`config.mk`:
```
export PLATFORM = sky130hd
export DESIGN_NAME = sine_voice_scheduler
export DESIGN_NICKNAME = d
export VERILOG_FILES = /design/src/rtl/sine_voice_scheduler.sv
export SDC_FILE = /design/constraint.sdc
export NUM_CORES = 1
export LEC_CHECK = 0
export CORE_ASPECT_RATIO = 1.25
export CORE_MARGIN = 5
export CORE_UTILIZATION = 51
export DETAILED_ROUTE_END_ITERATION = 6
export GPL_TIMING_DRIVEN = 0
export PLACE_DENSITY = 0.89
export SYNTH_ARGS = -nofsm -noshare
export SYNTH_HDL_FRONTEND = slang
export SYNTH_SLANG_ARGS = --single-unit
```
`constraint.sdc`:
```
create_clock -name clk -period 4.05 [get_ports clk]
set_input_delay 1.0125 -clock clk [delete_from_list [all_inputs] [get_ports clk]]
set_output_delay 1.0125 -clock clk [all_outputs]
set_load 0.02 [all_outputs]
```
`src/rtl/sine_voice_scheduler.sv`:
```
// Three-voice sine scheduler sharing one quarter-wave ROM; mixes one sample per request.
// Optional macro MIX_SATURATE_EN: clamp the mix instead of scaling it by 1/4.
module sine_voice_scheduler (
  input  logic        clk,
  input  logic        reset,
  input  logic        new_sample,
  input  logic [2:0]  voice_en,
  input  logic [24:0] step_size_0,
  input  logic [24:0] step_size_1,
  input  logic [24:0] step_size_2,
  output logic [9:0]  rom_addr,
  input  logic [15:0] rom_dout,
  output logic [15:0] sample,
  output logic        sample_ready,
  output logic        busy,
  output logic        overrun
);

  typedef enum logic [1:0] {StIdle, StFetch, StDrain, StOutput} state_e;

  state_e             state_q, state_d;
  logic [1:0]         idx_q, idx_d;
  logic [24:0]        phase_q [3];
  logic [24:0]        step [3];
  logic [24:0]        cur_phase;
  logic               cur_en;
  // Sign, enable and valid of the ROM read that lands this cycle.
  logic               sign_q, en_q, add_q;
  logic signed [17:0] acc_q, acc_d, rom_ext, contrib;
  logic [15:0]        mix;

  assign step[0] = step_size_0;
  assign step[1] = step_size_1;
  assign step[2] = step_size_2;

  always_comb begin
    cur_phase = '0;
    cur_en    = 1'b0;
    for (int i = 0; i < 3; i++) begin
      if (idx_q == 2'(i)) begin
        cur_phase = phase_q[i];
        cur_en    = voice_en[i];
      end
    end
  end

  always_comb begin
    state_d = state_q;
    idx_d   = idx_q;
    unique case (state_q)
      StIdle: begin
        if (new_sample) begin
          state_d = StFetch;
          idx_d   = 2'd0;
        end
      end
      StFetch: begin
        if (idx_q == 2'd2) state_d = StDrain;
        else               idx_d   = idx_q + 2'd1;
      end
      StDrain:  state_d = StOutput;
      StOutput: state_d = StIdle;
      default:  state_d = StIdle;
    endcase
  end

  always_comb begin
    rom_addr = '0;
    if (state_q == StFetch) begin
      rom_addr = cur_phase[20] ? ~cur_phase[19:10] : cur_phase[19:10];
    end
  end

  assign rom_ext = {{2{rom_dout[15]}}, rom_dout};

  always_comb begin
    contrib = '0;
    if (en_q) contrib = sign_q ? -rom_ext : rom_ext;
  end

  always_comb begin
    acc_d = acc_q;
    if (state_q == StIdle && new_sample) acc_d = '0;
    else if (add_q)                      acc_d = acc_q + contrib;
  end

`ifdef MIX_SATURATE_EN
  always_comb begin
    if (acc_d > 18'sd32767)       mix = 16'h7FFF;
    else if (acc_d < -18'sd32768) mix = 16'h8000;
    else                          mix = acc_d[15:0];
  end
`else
  assign mix = acc_d[17:2];
`endif

  assign sample_ready = (state_q == StOutput);
  assign busy         = (state_q != StIdle);

  always_ff @(posedge clk) begin
    if (reset) begin
      state_q <= StIdle;
      idx_q   <= '0;
      acc_q   <= '0;
      sign_q  <= 1'b0;
      en_q    <= 1'b0;
      add_q   <= 1'b0;
      sample  <= '0;
      overrun <= 1'b0;
      for (int i = 0; i < 3; i++) phase_q[i] <= '0;
    end else begin
      state_q <= state_d;
      idx_q   <= idx_d;
      acc_q   <= acc_d;
      sign_q  <= cur_phase[21];
      en_q    <= cur_en;
      add_q   <= (state_q == StFetch);
      if (state_q == StDrain) sample <= mix;
      if (new_sample && state_q != StIdle) overrun <= 1'b1;
      for (int i = 0; i < 3; i++) begin
        if (state_q == StFetch && idx_q == 2'(i) && voice_en[i]) begin
          phase_q[i] <= phase_q[i] + step[i];
        end
      end
    end
  end

endmodule

```
# Word level (Yosys, flattened, before mapping)
# Memory sizes are Yosys's and may differ from the RTL's.
# Index checks and enable logic that the tools add are counted.
# totals
reg_bits	42
mem_bits_rw	75
input_bits	97
out_inout_bits	29
elab_cells	75
memories	1
# classes
add_sub_neg	6
n_eq_ne	8
mux	32
bitwise	4
reduce_logical	15
# memory_table
name	words	word_bits	rd	rd_clocked_by_memory_dff	write_ports	line	text
phase_q	3	25	3	0	3	23	logic [24:0] phase_q [3];
# ops
operator	count
25-bit adder	3
25-bit two-way mux	3
18-bit two-way mux	4
22-bit two-way mux	3
10-bit two-way mux	2
18-bit adder	1
16-bit negator with 18-bit output	1
1-bit two-way mux	14
10-bit NOT	1
1-bit logical AND	8
2-bit two-way mux	4
2-bit one-hot mux with 4 select lines	1
2-bit equality test (second input constant)	3
2-bit inequality test (second input constant)	3
2-bit by 1-bit equality test with 1-bit output (second input constant)	2
2-bit zero test	2
2-bit one-hot mux with 2 select lines	1
2-bit nonzero test	2
1-bit OR	3
3-bit AND reduction	1
2-bit by 1-bit adder with 2-bit output (second input constant)	1
2-bit AND reduction	1
2-bit OR reduction	1

# Depth between registers and ports, before layout
# depth
depth_word	7
ltp_mapped	16
depth_no_buf	16

# Worst setup path after synthesis
# Ideal clock, no wire load.
# synth_timing
kind	input port to flip-flop
start	input rom_dout[4]
end	register sample[13]
setup_time_ps	134
arrival_time_ps	4120
t_required_ps	3916
path_slack_ps	-204
path_stages	14
path_buffers	0
path_cell_list	nor4_1 > nand2_1 > o31ai_1 > xnor2_1 > and2_1 > ha_1 > and2_4 > a221o_1 > o21bai_4 > a2111oi_4 > nor2_2 > a21o_1 > a311oi_2 > o32ai_2
# synth_via
elab_chain_cells	6
# synth_rtl
element	line	text
from (decl)	12	input logic [15:0] rom_dout,
16-bit negator with 18-bit output	78	if (en_q) contrib = sign_q ? -rom_ext : rom_ext;
18-bit two-way mux (*) (2 in series)	78	
18-bit adder (*)	84	else if (add_q) acc_d = acc_q + contrib;
18-bit two-way mux (*)	84	
18-bit two-way mux (*)	83	if (state_q == StIdle && new_sample) acc_d = '0;
to (signal assigned)	118	if (state_q == StDrain) sample <= mix;
to (decl)	13	output logic [15:0] sample,
# Every way passes the cells marked *; elsewhere a longest branch is shown, timed or not.
# A chain may end at the register's enable or synchronous reset.

# Worst setup path after layout
# layout_timing
start	input rom_dout[8]
end	register sample[15]
# Same word-level chain as after synthesis.

==> flow_summary.ini <==
[sta]
hold_violations = 0
relSlewSlack = 0.517
drv_slew = 0
fmax_mhz = 255
tightest_slew_ns = 0.725
fin_skew_ns = 0.00998
min_period_over_period = 0.967
setup_violations = 0
timing.hold.ws_ns = 0.457
layout_min_cycle_time_ns = 3.91

[outcome]
outcome = finished clean

[clock_tree]
clk_latency_ns = 0.36
holdBufCountCts = 0
cts_htree_levels = 3
cts_tree = done
cts.clk_slew.worst_paths_ns = 0.07
cts_buffers = 9
cts_root_buffer = clkbuf_16
numClockSinks = 108
clockBufferDepth = 2

[detailed_routing]
dr.pass1.iters = 5
ant_nets = 0
wirelength_mm = 24.1
post_drt_wl_per_cell_um = 17.5
dr_total_vias = 8195
drtIter0Drc = 698
vias_per_cell = 5.95
drc = 0

[yosys]
synth.distinct_cells = 78
synth_cells = 1014
async_flop_share = 0
synth_edf_count = 66
synth_top_area_share = 0.226
synth_seq_cells = 108
seq_area_frac_synth = 0.322
yosysTopAreaCell = edfxtp_1
synth.most_common_cell = nor2_1
synth_common_cells = nor2_1, nand2_1, ha_1, edfxtp_1, a21oi_1
synth.net_count = 1204
synth_ff_type = edfxtp_1
syn_avg_cell_area_sq_um = 8.64
netlist_area_sq_um = 8760
ys_top_cells_by_area = edfxtp_1, ha_1, dfxtp_1
ys_warn_count = 0

[setup_path]
cp_cell_sequence = clkdlybuf4s15_1 > or3_4 > nor4_4 > nand3_1 > or3_4 > nand2_2 > xnor2_1 > and2_4 > ha_4 > a21o_1 > a21oi_2 > buf_4 > nor3b_1 > o21a_1 > o31ai_2 > xor2_1 > o21ai_1
critical_path.endpoint = sample[15]$_SDFFE_PP0P_
cp_slowest_cell = or3_4
critPathMaxFanout = 7
r2r_start = sign_q$_SDFF_PP0_
max_stage_delay_ns = 0.44
cpMostUsedCell = or3_4
worstSetupPathType = in2reg
worstSetupEndpointType = flop
required_ns = 4.30
arrival_ns = 4.16
timing.rr.end = sample[13]$_SDFFE_PP0P_
worst_r2r_path_depth = 16
crit_start = rom_dout[8]
start_kind = primary input
r2r_setup_slack_ns = 0.34

[floorplanning]
die_height_um = 157
rows = 53
initial_utilization = 0.520
die_area_sq_um = 19900
die_width_um = 127
core_area_sq_um = 16800
pin_count = 126

[finish]
drive_gt1_frac = 0.0821
n_antenna_cell = 0
final_net_count = 1342
fill_cells = 1392
finish.utilization = 0.639
syn_to_final_growth_pct = 22.8

[global_routing]
grt_pass1_vias = 8241
grt_max_degree = 23
track_usage = 0.238
antenna_found_initial = 0
grt_overflow_total = 0
grt_first_pass_wirelength_mm = 38.4

[placed_design]
gp_congestion = 0.896
dp_hpwl_mm = 17.9
io_buffers = 116

[pwr]
p_sw_mw = 1.64
power_mw = 4.25
irDropWorstVdd_mv = 0.245
pwr-share-comb = 0.464
sw_frac_of_total = 0.386
p_int_mw = 2.61
p_leak_nw = 4.31
p_seq_frac = 0.324
clockPowerShare = 0.213
power_density_nw_per_um2 = 395

[min_path]
hold_class = reg2reg

[run]
maxCapViolCount = 0
[worst min-delay path by stage]
stage | start | to | slack (ns) | depth (start not counted)
floorplan | acc_q[0]$_SDFFE_PP0P_ | acc_q[0]$_SDFFE_PP0P_ | 0.47 | 2
global placement | overrun$_SDFFE_PP0P_ | overrun$_SDFFE_PP0P_ | 0.45 | 2
detailed placement | sample[0]$_SDFFE_PP0P_ | sample[0]$_SDFFE_PP0P_ | 0.45 | 2
CTS | sample[15]$_SDFFE_PP0P_ | sample[15]$_SDFFE_PP0P_ | 0.46 | 2
global route | sample[15]$_SDFFE_PP0P_ | sample[15]$_SDFFE_PP0P_ | 0.49 | 2
finish | sample[15]$_SDFFE_PP0P_ | sample[15]$_SDFFE_PP0P_ | 0.46 | 2
[sequential cells by signal, indices dropped and copies added (netlist names)]
| signal | flops |
|---|---|
| sample | 16 |
| state_q | 2 |
| overrun | 1 |
| phase_q | 66 |
| acc_q | 18 |
| sign_q | 1 |
| en_q | 1 |
| add_q | 1 |
| idx_q | 2 |
[layout make-up]
type | instances | area [sq um] | share of cell area
repair buffers | 129 | 1230 | 0.115
inverters | 46 | 173 | 0.0160
multi-input cells | 827 | 5840 | 0.542
clock buffers | 13 | 282 | 0.0261
plain buffers | 31 | 126 | 0.0117
flip-flops and latches | 108 | 2820 | 0.262
clock inverters | 3 | 18.8 | 0.00174
well taps | 220 | 275 | 0.0256
[placed cells by master, fill, tap and decap left out, types with 4 or more instances in the layout]
master	netlist	layout
clkbuf_2	1	11
xor2_1	23	23
nor3b_1	5	5
o21ai_1	5	6
o21bai_1	11	11
clkbuf_1	29	22
xnor2_1	47	47
a21oi_1	63	62
o21ai_2	0	4
nor3_1	28	27
or3_1	12	9
nand3b_1	4	4
mux2i_1	7	7
clkbuf_16	0	10
buf_4	0	14
nand3_1	21	21
nor2_1	115	114
inv_1	46	44
nand2b_1	14	14
nand2_1	94	91
and3_1	5	5
ha_1	89	85
and2_1	23	21
clkdlybuf4s50_1	0	105
o31ai_1	7	6
nor2b_1	30	30
nand4_1	7	7
a21o_1	28	28
fa_1	4	4
edfxtp_1	66	66
o21a_1	21	21
o21ai_0	60	55
dfxtp_1	42	42
a31oi_1	12	12
o31a_1	7	7
a211oi_1	16	14
[worst max-delay path: cells and delay by family]
| family | cells | cell delay [ns] |
|---|---|---|
| adders and majority gates | 1 | 0.30 |
| buffers and inverters | 2 | 0.34 |
| xor gates and xnor gates | 2 | 0.28 |
| and+or+nand+nor | 7 | 1.49 |
| AOI/OAI and AO/OA | 5 | 0.75 |
[power by group through the flow]
stage	registers, mW	clock network, mW	logic, mW
6_report	1.38	0.904	1.97
5_1_grt	1.39	0.962	2.17
4_1_cts	1.38	0.915	1.92
3_5_place_dp	1.40	0	1.87
3_3_place_gp	1.39	0	1.82
2_1_floorplan	1.37	0	1.34
[per-layer routing]
metal / track usage / up-vias / part of all wire
met5: 0 / - / 0
met4: 0.115 / 0 / 0.038
met3: 0.0372 / 73 / 0.064
met2: 0.428 / 300 / 0.51
met1: 0.276 / 3847 / 0.39
li1: - / 3975 / -
[repair_timing]
item | CTS | global route
gates cloned | 0 | 0
resized for setup | 42 | 37
setup buffers | 6 | 7
pin swaps | 19 | 27
endpoints found under the setup margin | 26 | 19
[stage by stage]
step                setup TNS [ns]  cells  cell area (sq um)  setup WS (ns)
floorplan                        0   1014               8780         0.0848
global placement            -10.34   1350              10200         -0.744
detailed placement          -11.19   1350              10200         -0.769
CTS                              0   1372              10700      0.0000457
global route                -0.108   1377              10800        -0.0561
finish                           0   1377              10800          0.135
[logic make-up (layout without fill, tap and decap cells)]
logic type | Yosys count | in the layout | share of synthesized area
adder cells (fa/ha/maj) | 93 | 93 | 0.136
buffers and inverters | 79 | 222 | 0.0341
flip-flops | 108 | 108 | 0.322
multiplexers | 8 | 8 | 0.00928
AND/OR/NAND/NOR | 372 | 372 | 0.204
AO/OA/AOI/OAI | 284 | 284 | 0.225
XOR/XNOR | 70 | 70 | 0.0699
(Power assumes the default switching activity.)
